<file path="src/rtl/sram_axi_pkg.sv">
// Shared encodings and AXI constants for the SRAM-to-AXI3 bridge.
// Used by sram_axi_rd_arb and sram_axi_arbiter.
package sram_axi_pkg;

  typedef enum logic {
    AR_IDLE = 1'b0,
    AR_BUSY = 1'b1
  } ar_state_t;

  typedef enum logic [1:0] {
    W_IDLE = 2'd0,
    W_REQ  = 2'd1,
    W_RESP = 2'd2
  } w_state_t;

  localparam logic [3:0] INST_ID        = 4'd0;
  localparam logic [3:0] DATA_ID        = 4'd1;
  localparam logic [7:0] AXI_LEN_SINGLE = 8'd0;
  localparam logic [1:0] AXI_BURST_INCR = 2'b01;
  localparam logic [1:0] INST_SIZE      = 2'd2;

  // SRAM size (bytes = 2^size) maps directly onto the AXI size field.
  function automatic logic [2:0] axi_size(input logic [1:0] size);
    return {1'b0, size};
  endfunction

endpackage

</file>
<file path="src/rtl/sram_axi_rd_arb.sv">
// Read-address arbiter: picks inst or data for the shared AR channel and holds
// the AR fields until accepted. Round-robin when SRAM_AXI_RR_EN is defined.
module sram_axi_rd_arb
  import sram_axi_pkg::*;
(
  input  logic        clk,
  input  logic        reset,
  input  logic        i_inst_req,
  input  logic [31:0] i_inst_addr,
  input  logic        i_inst_pend,
  input  logic        i_data_req,
  input  logic        i_data_wr,
  input  logic [1:0]  i_data_size,
  input  logic [31:0] i_data_addr,
  input  logic        i_data_pend,
  input  logic        i_w_idle,
  input  logic        i_arready,
  output logic        o_inst_grant,
  output logic        o_data_grant,
  output logic        o_arvalid,
  output logic [3:0]  o_arid,
  output logic [31:0] o_araddr,
  output logic [2:0]  o_arsize
);

  ar_state_t   r_state;
  ar_state_t   w_state_nxt;
  logic        w_inst_elig;
  logic        w_data_elig;
  logic        w_pick_data;
  logic [3:0]  r_arid;
  logic [31:0] r_araddr;
  logic [2:0]  r_arsize;

  assign w_inst_elig = (r_state == AR_IDLE) & i_inst_req & ~i_inst_pend;
  assign w_data_elig = (r_state == AR_IDLE) & i_data_req & ~i_data_wr & ~i_data_pend & i_w_idle;

`ifdef SRAM_AXI_RR_EN
  // r_inst_turn=0 after reset, so the first contested grant goes to data.
  logic r_inst_turn;
  assign w_pick_data = w_data_elig & ~(w_inst_elig & r_inst_turn);

  always_ff @(posedge clk) begin
    if (reset)                         r_inst_turn <= 1'b0;
    else if (w_inst_elig & w_data_elig) r_inst_turn <= ~r_inst_turn;
  end
`else
  assign w_pick_data = w_data_elig;
`endif

  // NOTE: state and datapath flops use non-blocking assignments so every
  // flop samples the pre-edge value of its neighbours.
  always_ff @(posedge clk) begin
    if (reset) r_state <= AR_IDLE;
    else       r_state <= w_state_nxt;
  end

  // NOTE: the default assignment first keeps this always_comb latch-free.
  always_comb begin
    w_state_nxt = r_state;
    case (r_state)
      AR_IDLE: if (w_inst_elig | w_data_elig) w_state_nxt = AR_BUSY;
      AR_BUSY: if (i_arready)                 w_state_nxt = AR_IDLE;
      default:                                w_state_nxt = AR_IDLE;
    endcase
  end

  always_comb begin
    o_data_grant = w_pick_data;
    o_inst_grant = w_inst_elig & ~w_pick_data;
    o_arvalid    = (r_state == AR_BUSY);
  end

  always_ff @(posedge clk) begin
    if (reset) begin
      r_arid   <= 4'd0;
      r_araddr <= 32'd0;
      r_arsize <= 3'd0;
    end else if (w_pick_data) begin
      r_arid   <= DATA_ID;
      r_araddr <= i_data_addr;
      r_arsize <= axi_size(i_data_size);
    end else if (w_inst_elig) begin
      r_arid   <= INST_ID;
      r_araddr <= i_inst_addr;
      r_arsize <= axi_size(INST_SIZE);
    end
  end

  assign o_arid   = r_arid;
  assign o_araddr = r_araddr;
  assign o_arsize = r_arsize;

endmodule

</file>
<file path="src/rtl/sram_axi_arbiter.sv">
// Bridges the inst (read-only) and data SRAM-like ports onto one AXI3 master.
// Optional round-robin AR arbitration: define SRAM_AXI_RR_EN.
module sram_axi_arbiter
  import sram_axi_pkg::*;
(
  input  logic        clk,
  input  logic        reset,
  // instruction port
  input  logic        inst_sram_req,
  input  logic [31:0] inst_sram_addr,
  output logic        inst_sram_addr_ok,
  output logic        inst_sram_data_ok,
  output logic [31:0] inst_sram_rdata,
  // data port
  input  logic        data_sram_req,
  input  logic        data_sram_wr,
  input  logic [1:0]  data_sram_size,
  input  logic [3:0]  data_sram_wstrb,
  input  logic [31:0] data_sram_addr,
  input  logic [31:0] data_sram_wdata,
  output logic        data_sram_addr_ok,
  output logic        data_sram_data_ok,
  output logic [31:0] data_sram_rdata,
  // AR
  output logic [3:0]  arid,
  output logic [31:0] araddr,
  output logic [7:0]  arlen,
  output logic [2:0]  arsize,
  output logic [1:0]  arburst,
  output logic [1:0]  arlock,
  output logic [3:0]  arcache,
  output logic [2:0]  arprot,
  output logic        arvalid,
  input  logic        arready,
  // R
  input  logic [3:0]  rid,
  input  logic [31:0] rdata,
  input  logic [1:0]  rresp,
  input  logic        rlast,
  input  logic        rvalid,
  output logic        rready,
  // AW
  output logic [3:0]  awid,
  output logic [31:0] awaddr,
  output logic [7:0]  awlen,
  output logic [2:0]  awsize,
  output logic [1:0]  awburst,
  output logic [1:0]  awlock,
  output logic [3:0]  awcache,
  output logic [2:0]  awprot,
  output logic        awvalid,
  input  logic        awready,
  // W
  output logic [3:0]  wid,
  output logic [31:0] wdata,
  output logic [3:0]  wstrb,
  output logic        wlast,
  output logic        wvalid,
  input  logic        wready,
  // B
  input  logic [3:0]  bid,
  input  logic [1:0]  bresp,
  input  logic        bvalid,
  output logic        bready
);

  w_state_t    r_w_state;
  w_state_t    w_w_state_nxt;
  logic        r_inst_pend;
  logic        r_data_pend;
  logic        w_inst_grant;
  logic        w_data_grant;
  logic        w_wr_accept;
  logic        w_aw_done;
  logic        w_w_done;
  logic        r_awvalid;
  logic        r_wvalid;
  logic [31:0] r_awaddr;
  logic [2:0]  r_awsize;
  logic [31:0] r_wdata;
  logic [3:0]  r_wstrb;
  logic        r_inst_rd_ok;
  logic        r_data_rd_ok;
  logic        r_data_wr_ok;
  logic [31:0] r_inst_rdata;
  logic [31:0] r_data_rdata;

  // Only single-beat transfers with matching IDs are issued, so the
  // response/last/bid fields carry no extra information here.
  logic w_unused;
  assign w_unused = ^{rresp, rlast, rid[3:1], bid, bresp};

  sram_axi_rd_arb u_rd_arb (
    .clk         (clk),
    .reset       (reset),
    .i_inst_req  (inst_sram_req),
    .i_inst_addr (inst_sram_addr),
    .i_inst_pend (r_inst_pend),
    .i_data_req  (data_sram_req),
    .i_data_wr   (data_sram_wr),
    .i_data_size (data_sram_size),
    .i_data_addr (data_sram_addr),
    .i_data_pend (r_data_pend),
    .i_w_idle    (r_w_state == W_IDLE),
    .i_arready   (arready),
    .o_inst_grant(w_inst_grant),
    .o_data_grant(w_data_grant),
    .o_arvalid   (arvalid),
    .o_arid      (arid),
    .o_araddr    (araddr),
    .o_arsize    (arsize)
  );

  assign w_wr_accept = (r_w_state == W_IDLE) & data_sram_req & data_sram_wr
                     & ~r_data_pend & ~w_data_grant;

  assign inst_sram_addr_ok = w_inst_grant;
  assign data_sram_addr_ok = w_data_grant | w_wr_accept;
  assign inst_sram_data_ok = r_inst_rd_ok;
  assign data_sram_data_ok = r_data_rd_ok | r_data_wr_ok;
  assign inst_sram_rdata   = r_inst_rdata;
  assign data_sram_rdata   = r_data_rdata;

  always_ff @(posedge clk) begin
    if (reset) begin
      r_inst_pend <= 1'b0;
      r_data_pend <= 1'b0;
    end else begin
      if (inst_sram_addr_ok)      r_inst_pend <= 1'b1;
      else if (inst_sram_data_ok) r_inst_pend <= 1'b0;
      if (data_sram_addr_ok)      r_data_pend <= 1'b1;
      else if (data_sram_data_ok) r_data_pend <= 1'b0;
    end
  end

  // Write FSM: AW and W complete independently; both must finish before B.
  assign w_aw_done = ~r_awvalid | awready;
  assign w_w_done  = ~r_wvalid  | wready;

  always_ff @(posedge clk) begin
    if (reset) r_w_state <= W_IDLE;
    else       r_w_state <= w_w_state_nxt;
  end

  always_comb begin
    w_w_state_nxt = r_w_state;
    case (r_w_state)
      W_IDLE:  if (w_wr_accept)          w_w_state_nxt = W_REQ;
      W_REQ:   if (w_aw_done & w_w_done) w_w_state_nxt = W_RESP;
      W_RESP:  if (bvalid)               w_w_state_nxt = W_IDLE;
      default:                           w_w_state_nxt = W_IDLE;
    endcase
  end

  always_comb begin
    bready = (r_w_state == W_RESP);
    rready = 1'b1;
  end

  always_ff @(posedge clk) begin
    if (reset) begin
      r_awvalid    <= 1'b0;
      r_wvalid     <= 1'b0;
      r_awaddr     <= 32'd0;
      r_awsize     <= 3'd0;
      r_wdata      <= 32'd0;
      r_wstrb      <= 4'd0;
      r_data_wr_ok <= 1'b0;
    end else begin
      r_data_wr_ok <= (r_w_state == W_RESP) & bvalid;
      if (w_wr_accept) begin
        r_awvalid <= 1'b1;
        r_wvalid  <= 1'b1;
        r_awaddr  <= data_sram_addr;
        r_awsize  <= axi_size(data_sram_size);
        r_wdata   <= data_sram_wdata;
        r_wstrb   <= data_sram_wstrb;
      end else begin
        if (awready) r_awvalid <= 1'b0;
        if (wready)  r_wvalid  <= 1'b0;
      end
    end
  end

  // Read return: rid[0] selects the requester; data_ok follows one cycle later.
  always_ff @(posedge clk) begin
    if (reset) begin
      r_inst_rd_ok <= 1'b0;
      r_data_rd_ok <= 1'b0;
      r_inst_rdata <= 32'd0;
      r_data_rdata <= 32'd0;
    end else begin
      r_inst_rd_ok <= rvalid & ~rid[0];
      r_data_rd_ok <= rvalid &  rid[0];
      if (rvalid & ~rid[0]) r_inst_rdata <= rdata;
      if (rvalid &  rid[0]) r_data_rdata <= rdata;
    end
  end

  assign arlen   = AXI_LEN_SINGLE;
  assign arburst = AXI_BURST_INCR;
  assign arlock  = 2'd0;
  assign arcache = 4'd0;
  assign arprot  = 3'd0;

  assign awid    = DATA_ID;
  assign awaddr  = r_awaddr;
  assign awlen   = AXI_LEN_SINGLE;
  assign awsize  = r_awsize;
  assign awburst = AXI_BURST_INCR;
  assign awlock  = 2'd0;
  assign awcache = 4'd0;
  assign awprot  = 3'd0;
  assign awvalid = r_awvalid;

  assign wid     = DATA_ID;
  assign wdata   = r_wdata;
  assign wstrb   = r_wstrb;
  assign wlast   = 1'b1;
  assign wvalid  = r_wvalid;

endmodule

</file>
<file path="config.mk">
export PLATFORM = sky130hd
export DESIGN_NAME = sram_axi_arbiter
export DESIGN_NICKNAME = d
export VERILOG_FILES = /design/src/rtl/sram_axi_pkg.sv /design/src/rtl/sram_axi_rd_arb.sv /design/src/rtl/sram_axi_arbiter.sv
export SDC_FILE = /design/constraint.sdc
export NUM_CORES = 1
export LEC_CHECK = 0
export BUFFER_PORTS_ARGS = -buffer_cell sky130_fd_sc_hd__buf_2
export CAP_MARGIN = 0
export CORE_ASPECT_RATIO = 0.75
export CORE_MARGIN = 4
export CORE_UTILIZATION = 30
export DETAILED_ROUTE_END_ITERATION = 10
export SLEW_MARGIN = 5
export SYNTH_ARGS = -nofsm -noshare
export SYNTH_HDL_FRONTEND = slang
export SYNTH_SLANG_ARGS = --single-unit
</file>
<file path="constraint.sdc">
create_clock -name clk -period 3.2 [get_ports clk]
set_input_delay 0.64 -clock clk [delete_from_list [all_inputs] [get_ports clk]]
set_output_delay 0.64 -clock clk [all_outputs]
set_load 0.01 [all_outputs]
</file>
# After elaboration in Yosys (flattened, before gate mapping)
# Index checks and enable logic that the tools add are counted.
[word_totals]
ff_bits = 179
input_bits = 157
out_inout_bits = 230
elab_cells = 79
[op_classes]
n_eq_ne = 5
n_mux = 21
n_bitwise = 28
reduce_logical = 7
[ops]
columns = ["cell", "n"]
rows = [
  ["$mux 32", 2],
  ["$and 1x1->1", 15],
  ["$mux 1", 12],
  ["$mux 2", 5],
  ["$reduce_bool 2->1", 5],
  ["$not 1->1", 8],
  ["$ne 2x2->1 const B", 3],
  ["$pmux 2 s3", 1],
  ["$or 1x1->1", 5],
  ["$reduce_and 3->1", 1],
  ["$eq 2x1->1 const B", 1],
  ["$eq 2x2->1 const B", 1],
  ["$logic_not 2->1", 1],
  ["$pmux 1 s2", 1],
]

# Depth between registers and ports, before layout
# Gate-level depths: netlist of the first run.
[logic_depth]
word_depth = 9
mapped_depth = 6
mapped_depth_nobuf = 3

# Modules after synthesis
# A second synthesis of the first run with hierarchy kept.
[unflattened]
cells_unflattened = 882
area_unflattened_um2 = 7860.0
[modules_own_cells]
columns = ["mod", "n_inst", "cells_per_inst", "area_per_inst_um2", "seq_area_each_um2"]
rows = [
  ["sram_axi_arbiter", 1, 673, 6127.1, 2862.7],
  ["sram_axi_rd_arb", 1, 209, 1732.9, 720.7],
]

# Worst setup path after synthesis of the first run
# No wires, ideal clock.
[synth_path]
path_type = "input to output"
startpoint = "input data_sram_wr"
endpoint = "output inst_sram_addr_ok"
arrival_time_ns = 1.625
t_required_ns = 2.560
setup_slack_ns = 0.935
cell_stages = 6
path_buffers = 3
cell_sequence = "buf_2 > or2_2 > buf_2 > clkbuf_1 > o21ai_1 > inv_1"
[synth_via]
elab_chain_len = 6
[synth_rtl]
columns = ["element", "line", "text"]
rows = [
  ["start, declared", "sram_axi_arbiter.sv:16", "input logic data_sram_wr,"],
  ["$not 1->1", "sram_axi_rd_arb.sv:36", "assign w_data_elig = (r_state == AR_IDLE) & i_data_req & ~i_data_wr & ~i_data_pend & i_w_idle;"],
  ["$and 1x1->1 (3 in a row)", "sram_axi_rd_arb.sv:36", ""],
  ["$not 1->1", "sram_axi_rd_arb.sv:70", "o_inst_grant = w_inst_elig & ~w_pick_data;"],
  ["$and 1x1->1", "sram_axi_rd_arb.sv:70", ""],
  ["end, declared", "sram_axi_arbiter.sv:11", "output logic inst_sram_addr_ok,"],
]
# No other way between the ends.

# Worst setup path after layout of the first run
[layout_path]
startpoint = "register r_w_state[0]"
endpoint = "output inst_sram_addr_ok"
[layout_via]
elab_chain_len = 4
[layout_rtl]
columns = ["element", "line", "text"]
rows = [
  ["start, declared", "sram_axi_arbiter.sv:67", "w_state_t r_w_state;"],
  ["start signal, assigned", "sram_axi_arbiter.sv:142", "else r_w_state <= w_w_state_nxt;"],
  ["$logic_not 2->1", "sram_axi_arbiter.sv:104", ".i_w_idle (r_w_state == W_IDLE),"],
  ["$and 1x1->1", "sram_axi_rd_arb.sv:36", ""],
  ["$not 1->1", "sram_axi_rd_arb.sv:70", ""],
  ["$and 1x1->1", "sram_axi_rd_arb.sv:70", ""],
]
# No other way between the ends.

==> run metrics, run 1 <==
status completed; CP max-delay cell or4b_4; ordered list of cells on the worst path or4b_4 > o21ai_1 > inv_1 > buf_2; CP arrival about 1.8 ns; CTS tree done; final period utilization 75.2%; vias between 7,000 and 8,000; share of layout cells above drive strength 1 around 32%; GR Util All Layers between 10% and 20%; Final ANT Viol Nets 0; post-route setup TNS 0 ns; Hold/Removal Path Class in -> reg; Ports roughly 390; Startpoint Class flip-flop; Fillers 2,470; mapped cell area 7180 µm²; Remaining DRCs 0; pwr dens roughly 580 nW/µm²; Final setup viols 0; wire per inst around 16 µm; most frequent cells after synthesis nand2_1 (198), dfxtp_1 (179), a21oi_1 (141), nand3_1 (72); Die Area 26,500 µm²; die width between 150 and 200 µm; Multi-input gate area a little over 3000 µm²; post-synth top area share 49.9%; 1st-pass router iterations 4; Cell variety after synth 32; syn avg cell area 8.03 µm²; Max-slew headroom between 40% and 50%; RSZ-0062 raised after global routing no; FF+latch area roughly 3600 µm²; Overflow after GRT 0; CP max stage delay around 0.58 ns; H-tree levels 4; clk root buf clkbuf_16; CP Capture Type output pin; post-DR vias/cell approximately 4.8; # port buffers 321; final RePlAce weighted congestion 0.770; PnR worst setup slack 0.795 ns; Ys Warns 0; Final Max Slew Viols 0; Area Overhead vs Synth 29.9%; clock sinks about 180; Max Root-Sink Buffers 2; Die Y about 140 µm; flop and latch count out of synthesis 179; worst setup path class reg -> out; vias in the first global route 6,922; routed wire length roughly 24,000 µm; row count 48; first-pass GRT wire length 37,900 µm; Area contributors post-synth dfxtp_1 (50%), nand2_1 (10%), a21oi_1 (9.8%), buf_4 (5.5%), nand3_1 (5.0%); largest net degree at the start of global routing about 110; Peak supply drop between 0.3 and 0.4 mV; Final #Nets 1,321; Final Hold Fails 0; Starting Density 30.8%; required time worst endpoint roughly 2.6 ns; max cap viols 0; Resized Gates After CTS 0; Max FO, Critical Path 4; EDFF count, synth 0; cell taking the most area after synthesis dfxtp_1; Seq/Total Area, Yosys between 40% and 50%; fmax roughly 420 MHz; Min Clock Period, post-route 2.40 ns; CTS Buf Count 17; Synth async-reset ratio 0%; DR iter-0 viols approximately 370; core box area approximately 23,000 µm²; Worst-Skew Late Latency between 0.4 and 0.5 ns; hold_buf cts 0; Synth Instances 894; count leader, synth nand2_1; main flop type after synthesis dfxtp_1; antenna violations before repair 2; clk slew on worst S/H paths 0.07 ns; Post-CTS Setup Inserts 0; Worst Skew a little under 0.009 ns; Worst-Margin Slew between 0.8 and 0.9 ns; dpl hpwl approximately 16,000 µm; Lkg Pwr approximately 4.2 nW; Setup Slack @ Placement approximately 0.92 ns
[layout by cell type, fill, tap and decap left out, drive strengths merged]
cell type and instances:
a21bo 1, a21oi 141, a221oi 1, a311oi 32, a31oi 1, a32oi 1, and2 1, buf 337
bufinv 2, clkbuf 20, clkinv 5, clkinvlp 2, conb 53, dfxtp 179, diode 2, inv 7
nand2 198, nand2b 4, nand3 72, nor2 6, nor2b 3, nor3 32, nor3b 2, nor4b 1
o211ai 1, o21ai 71, o22ai 1, or2 1, or3b 1, or4b 1
[sequential cells by signal (all words and copies together), names as in the netlist]
name and flops:
awsize 2, u_rd_arb.o_araddr 32, awvalid 1, inst_sram_rdata 32, wvalid 1, inst_sram_data_ok 1, wdata 32, r_inst_pend 1
awaddr 32, r_data_pend 1, u_rd_arb.o_arsize 2, r_w_state 2, r_data_wr_ok 1, data_sram_rdata 32, u_rd_arb.o_arid 1, u_rd_arb.o_arvalid 1
wstrb 4, r_data_rd_ok 1
[per-layer routing]
metal / global-route usage [%] / wire [µm] / vias up
li1: - / - / 3492
met1: 21.9 / 10100 / 3380
met2: 28.8 / 11600 / 255
met3: 5.71 / 1830 / 28
met4: 5.29 / 454 / 0
met5: 0 / 0 / -
[where the power goes]
part	switching (mW)	leakage [nW]	internal (mW)
logic	0.567	2.43	0.309
registers	0.0745	1.46	2.37
clock network	0.911	0.281	1.18
total	1.55	4.17	3.86
[through the flow]
| step | hold slack [ns] | power (mW) | std cells | util [%] | instance area (µm²) |
|---|---|---|---|---|---|
| after CTS | 0.384 | 5.50 | 1477 | 40.0 | 9330 |
| after detailed placement | 0.444 | 3.38 | 1445 | 37.5 | 8750 |
| after global placement | 0.439 | 3.37 | 1445 | 37.5 | 8750 |
| after floorplan | 0.469 | 3.05 | 945 | - | 7370 |
| after global routing | 0.392 | 5.69 | 1479 | 40.0 | 9330 |
| final | 0.417 | 5.41 | 1479 | 40.0 | 9330 |
[logic make-up after synthesis]
kind of cell	share of synthesized area (%)
DFF	49.9
and+or+nand+nor	19.4
AOI/OAI and AO/OA	19.5
buffers and inverters	11.1
other	0.105
[worst max-delay path, delay by kind of cell (launching register included)]
family                 cells  cell delay [ns]
and+or+nand+nor            1             0.58
DFF                        1             0.35
buffers and inverters      2             0.22
AOI/OAI and AO/OA          1             0.21
[layout make-up]
type / instances / area share, %
Sequential cell: 179 / 38.4
Multi-Input combinational cell: 625 / 32.3
Timing Repair Buffer: 337 / 18.8
Clock buffer: 20 / 4.79
Tap cell: 300 / 4.02
Clock inverter: 12 / 1.39
Inverter: 4 / 0.161
Antenna cell: 2 / 0.0536
[worst paths after layout]
path	endpoint	slack, ns	from	cells after the start
worst max-delay path	inst_sram_addr_ok	0.80	r_w_state[0]	4
worst min-delay path	u_rd_arb.o_arvalid	0.42	arready	2
worst max register to register	u_rd_arb.o_araddr[17]	1.40	r_w_state[0]	5
worst min register to register	inst_sram_rdata[18]	0.45	inst_sram_rdata[18]	2
No activity file was read; power rests on OpenSTA's default activity.
==> run 2: changes to the inputs <==
- ABC_AREA: not set -> 1
- clock period: 3.2 -> 2.3 ns (I/O delays scaled with it)
==> run 2 against run 1 <==
Effect of this change: synthesized cell count is 6.8% higher; die area about the same; global-route usage down 0.43 points; total power up 47%; first-iteration DRC count rose by 17%; clock skew increased by 0.0014 ns; non-clock buffer count rose by 7; flip-flop and latch count is the same; utilization is 0.60 points higher; critical path depth did not move; cell area up 1.5%; clock power rose by 49%.
==> run metrics, run 2 <==
status completed; DR iter-0 viols 430; H-tree levels 4; Max FO, Critical Path 13; Worst-Skew Late Latency 0.42 ns; main flop type after synthesis dfxtp_1; CP Capture Type output pin; first-pass GRT wire length between 30,000 and 40,000 µm; Synth Instances approximately 960; CTS tree done; Die Area between 20,000 and 30,000 µm²; 1st-pass router iterations 5; CP arrival 1.52 ns; largest net degree at the start of global routing 73; post-route setup TNS 0 ns; RSZ-0062 raised after global routing no; Area contributors post-synth dfxtp_1 (50%), nor2_1 (14%), o21ai_0 (8.4%), nand3_1 (6.9%), buf_4 (5.6%); most frequent cells after synthesis nor2_1 (276), dfxtp_1 (179), o21ai_0 (121), nand3_1 (99), buf_4 (54); Max Root-Sink Buffers 2; Die Y around 140 µm; pwr dens 842 nW/µm²; commonest non-fill, non-tap cell in the layout buf_2; Lkg Pwr between 4 and 5 nW; Ys Warns 0; Final #Nets between 1,000 and 1,500; r2r startpoint r_w_state[1]; core box area 23,300 µm²; # port buffers ~320; flop and latch count out of synthesis 179; met1 usage between 20% and 30%; Final Max Slew Viols 0; worst setup path class reg -> out; max cap viols 0; wire per inst about 15 µm; row count 48; Critical Path Source r_w_state[1]; post-DR vias/cell between 4 and 5; syn avg cell area 7.52 µm²; final period utilization a little under nine tenths; Remaining DRCs 0; met2 Use GR between 20% and 30%; Placed Instance Area between 8000 and 9000 µm²; Ant. Diodes 0; most frequent cells in the layout buf_2 (321), nor2_1 (276), dfxtp_1 (179); antenna violations before repair 1; count leader, synth nor2_1; Seq/Total Area, Yosys between 40% and 50%; Critical Path Sink data_sram_addr_ok; dpl hpwl about 17,000 µm; vias in the first global route between 6,000 and 7,000; vias about 7,000; routed wire length between 20,000 and 25,000 µm; Peak supply drop 0.426 mV; Startpoint Class flip-flop; met3 Use GR roughly 4.9%; final RePlAce weighted congestion roughly 0.84; Final ANT Viol Nets 0; final non-filler cell area about 9500 µm²; Overflow after GRT 0; post-synth top area share 49.9%; Resized Gates After CTS 0; EDFF count, synth 0; Area Overhead vs Synth 31.9%; Worst R2R End awaddr[29]; Hold/Removal Path Class in -> reg; Cell variety after synth 22; GR Util All Layers approximately 17%; Starting Density a little under a third; Ports between 300 and 400; Reg2Reg Depth 6; CTS Buf Count 17; fmax 506 MHz; die width about 190 µm; mapped cell area 7180 µm²; cell taking the most area after synthesis dfxtp_1; Min Clock Period, post-route just under 2 ns; Final Hold Fails 0; share of layout cells above drive strength 1 between 30% and 40%; Synth async-reset ratio 0%; clk root buf clkbuf_16; GRT busiest layer met2; clk slew on worst S/H paths around 0.070 ns; Worst Skew about 0.010 ns; clock sinks approximately 180; Final setup viols 0; R2R setup slack approximately 0.65 ns; required time worst endpoint ~1.8 ns
run 2: logic make-up after synthesis:
group           count (synthesis)  share of synthesized area, %
simple gates                  459                          27.4
compound gates                145                          10.1
flops                         179                          49.9
buf+inv                       170                          12.5
other cells                     2                         0.105
run 2: power by group:
group          switching, mW  internal (mW)  leakage (nW)
logic                  0.871          0.518          3.14
registers              0.121           3.35          1.47
clock network           1.27           1.84         0.307
run 2: metrics by stage:
stage	cells	setup WS (ns)	hold slack, ns	power (mW)	utilization, %
floorplan	1006	0.631	0.444	4.40	-
global placement	1527	0.502	0.452	4.92	37.9
detailed placement	1527	0.462	0.460	4.94	37.9
CTS	1559	0.0878	0.246	8.09	40.6
global route	1561	0.179	0.244	8.40	40.6
finish	1561	0.322	0.274	7.98	40.6
run 2: worst min-delay path by stage:
stage	slack, ns	end	startpoint	cells past startpoint
global route	0.24	inst_sram_rdata[1]	rdata[1]	3
CTS	0.25	inst_sram_rdata[9]	rdata[9]	3
finish	0.27	inst_sram_rdata[1]	rdata[1]	3
floorplan	0.44	r_inst_pend	r_inst_pend	2
detailed placement	0.46	u_rd_arb.o_arid[0]	u_rd_arb.o_arid[0]	2
global placement	0.45	u_rd_arb.o_arid[0]	u_rd_arb.o_arid[0]	2
run 2: area by class of cell:
| class | count | area (µm²) |
|---|---|---|
| Clock buffer | 22 | 484 |
| Tap cell | 300 | 375 |
| Inverter | 49 | 186 |
| Multi-Input combinational cell | 657 | 2890 |
| Fill cell | 2496 | 13800 |
| Sequential cell | 179 | 3580 |
| Clock inverter | 10 | 146 |
| Timing Repair Buffer | 344 | 1800 |
run 2: metal layers:
layer	up-vias	wire [µm]
li1	3572	-
met1	3194	10700
met2	249	11300
met3	23	1690
met4	2	369
met5	-	13
run 2: timing repair:
item	in CTS	in global routing
hold buffers	0	0
setup endpoints to repair	0	2
buffers inserted	0	2
hold endpoints to repair	0	0
run 2: critical path: stages, from the launching register on:
cell     delay [ns]
dfxtp_1        0.34
nor2_4         0.21
nand3_2        0.26
nand2_1        0.15
buf_2          0.14
==> run 3: changes to the inputs <==
- SYNTH_HIERARCHICAL: not set -> 1
==> run 3 against run 2 <==
Effect of this change: non-clock buffer count rose by 2; register-to-register slack worse by 0.08 ns; highest routed layer unchanged; combinational power grew 11%; largest power group unchanged; maximum frequency decreased by 6.0%; sequential power hardly changed; synthesized cell count grew 16%; clock skew fell by 0.0022 ns; worst hold slack got worse by 0.011 ns; die area increased by 9.1%; final cell count grew 13%.
==> run metrics, run 3 <==
H-tree levels 4; Worst Skew 0.00779 ns; clk slew on worst S/H paths around 0.070 ns; Ys Warns 6; switching pwr 2.44 mW; max cap viols 0; CTS Buf Count 17; Cell variety after synth 26; post-synth top area share between 40 and 50%; wire per inst ~14 µm; RSZ-0062 raised after global routing no; CP arrival roughly 1.6 ns; Die Area about 29,000 µm²; worst setup path class reg -> out; total power 7.86 mW; Setup Slack @ Placement roughly 0.29 ns; routed wire length roughly 25,000 µm; Ports between 300 and 400; Synth async-reset ratio 0%; dpl hpwl ~18,000 µm; clock sinks approximately 180; row count a little over 50; Worst R2R End u_rd_arb/o_arvalid; final RePlAce weighted congestion approximately 0.88; fmax approximately 480 MHz; CP Capture Type output pin; mapped cell area about 7900 µm²; post-DR vias/cell roughly 4.3; DR iter-0 viols 228; Final Hold Fails 0; Overflow after GRT 0; P_int between 5 and 6 mW; die width about 200 µm; largest net degree at the start of global routing 54; Final Max Slew Viols 0; core box area around 26,000 µm²; Area Overhead vs Synth 28.9%; combinational group share of total power 19.6%; clk root buf clkbuf_16; Startpoint Class flip-flop; cell taking the most area after synthesis dfxtp_1; worst hold path startpoint rdata[9]; count leader, synth nor2_1; vias around 7,600; Lkg Pwr roughly 5.4 nW; Min Clock Period, post-route between 2 and 2.5 ns; Switching Fraction 31.1%; Reg2Reg Depth 11; Remaining DRCs 0; r2r startpoint r_w_state[0]; status completed; worst hold endpoint inst_sram_rdata[9]; flop and latch count out of synthesis between 150 and 200; Starting Density between 30% and 40%; Area contributors post-synth dfxtp_1 (46%), nor2_1 (13%), nand3_1 (6.7%), inv_1 (5.6%), nand2_1 (5.4%); required time worst endpoint around 1.8 ns; # port buffers around 320; 1st-pass router iterations 4; CTS tree done; EDFF count, synth 0; Max-slew headroom 56.5%; Die Y 148 µm; PnR worst setup slack a little under 0.2 ns; Worst-Skew Late Latency ~0.43 ns; post-route setup TNS 0 ns; most frequent cells in the layout buf_2 (321), nor2_1 (278), dfxtp_1 (179); Final setup viols 0; Max FO, Critical Path 5; Hold/Removal Path Class in -> reg; Reg power frac around 45%; R2R setup slack between 0.5 and 0.6 ns; antenna violations before repair 3; hold slack ~0.26 ns; final period utilization 91.5%; clock group share of total power approximately 36%; commonest non-fill, non-tap cell in the layout buf_2; Peak supply drop between 0.4 and 0.5 mV; Fillers 2,819; vias in the first global route between 7,000 and 8,000; share of layout cells above drive strength 1 27.8%; main flop type after synthesis dfxtp_1; most frequent cells after synthesis nor2_1 (278), dfxtp_1 (179), inv_1 (118), nand2_1 (114), nand3_1 (106); GR Util All Layers about 17%; first-pass GRT wire length a little under 40,000 µm; Seq/Total Area, Yosys between 40% and 50%; syn avg cell area approximately 7 µm²; Final #Nets 1,557; pwr dens 775 nW/µm²; Final ANT Viol Nets 0; hold path depth 3; Worst-Margin Slew 0.651 ns; Synth Instances ~1,100; Max Root-Sink Buffers 2; hold_buf cts 0
==> run 3: kinds of logic after synthesis <==
group           synth area share (%)
compound gates                  8.71
buf+inv                         15.9
flops                           45.5
other cells                    0.143
simple gates                    29.8
==> run 3: critical path: stages, from the launching register on <==
cell	delay, ns
dfxtp_1	0.37
inv_2	0.06
nand2_4	0.11
inv_1	0.05
inv_1	0.08
nor2_4	0.05
nand3_4	0.07
inv_2	0.08
nor2_1	0.15
inv_1	0.05
buf_2	0.14
==> run 3: timing repair <==
action	4_1_cts	5_1_grt
resized for setup	1	0
endpoints found under the hold margin	0	0
buffers inserted	1	0
setup endpoints to repair	2	0
==> run 3: power by group through the flow <==
stage	sequential (mW)	combinational [mW]	clock [mW]
6_report	3.50	1.54	2.82
5_1_grt	3.53	1.73	3.05
4_1_cts	3.50	1.56	2.94
3_5_place_dp	3.57	1.55	0
3_3_place_gp	3.56	1.54	0
2_1_floorplan	3.69	0.851	0
==> run 3: layout make-up <==
cell class	instances	area (µm²)	area share (%)
timing repair buffer	346	1860	18.3
sequential	179	3580	35.3
clock inverter	12	96.3	0.950
antenna	1	2.50	0.0247
tap	344	430	4.24
inverter	125	472	4.65
clock buffer	20	457	4.50
multi-input combinational	731	3250	32.0
==> run 3: per-layer routing <==
metal	global-route usage [%]	wire length, µm
met5	0	15
met4	4.22	357
met3	7.25	2480
met2	26.9	11300
met1	21.1	11200
==> run 3: metrics by stage <==
stage	util (%)	instances	area (µm²)
after floorplan	-	1160	8060
after global placement	37.0	1724	9570
after detailed placement	37.0	1724	9570
after CTS	39.1	1757	10100
after global routing	39.2	1758	10100
final	39.2	1758	10100
==> run 3: how the worst max path moves through the flow <==
stage | depth (start not counted) | to | startpoint
after detailed placement | 8 | data_sram_addr_ok | data_sram_req
after floorplan | 12 | awaddr[10] | r_w_state[0]
after global routing | 10 | data_sram_addr_ok | r_w_state[0]
final | 10 | data_sram_addr_ok | r_w_state[0]
after CTS | 10 | data_sram_addr_ok | r_w_state[0]
after global placement | 8 | data_sram_addr_ok | data_sram_req
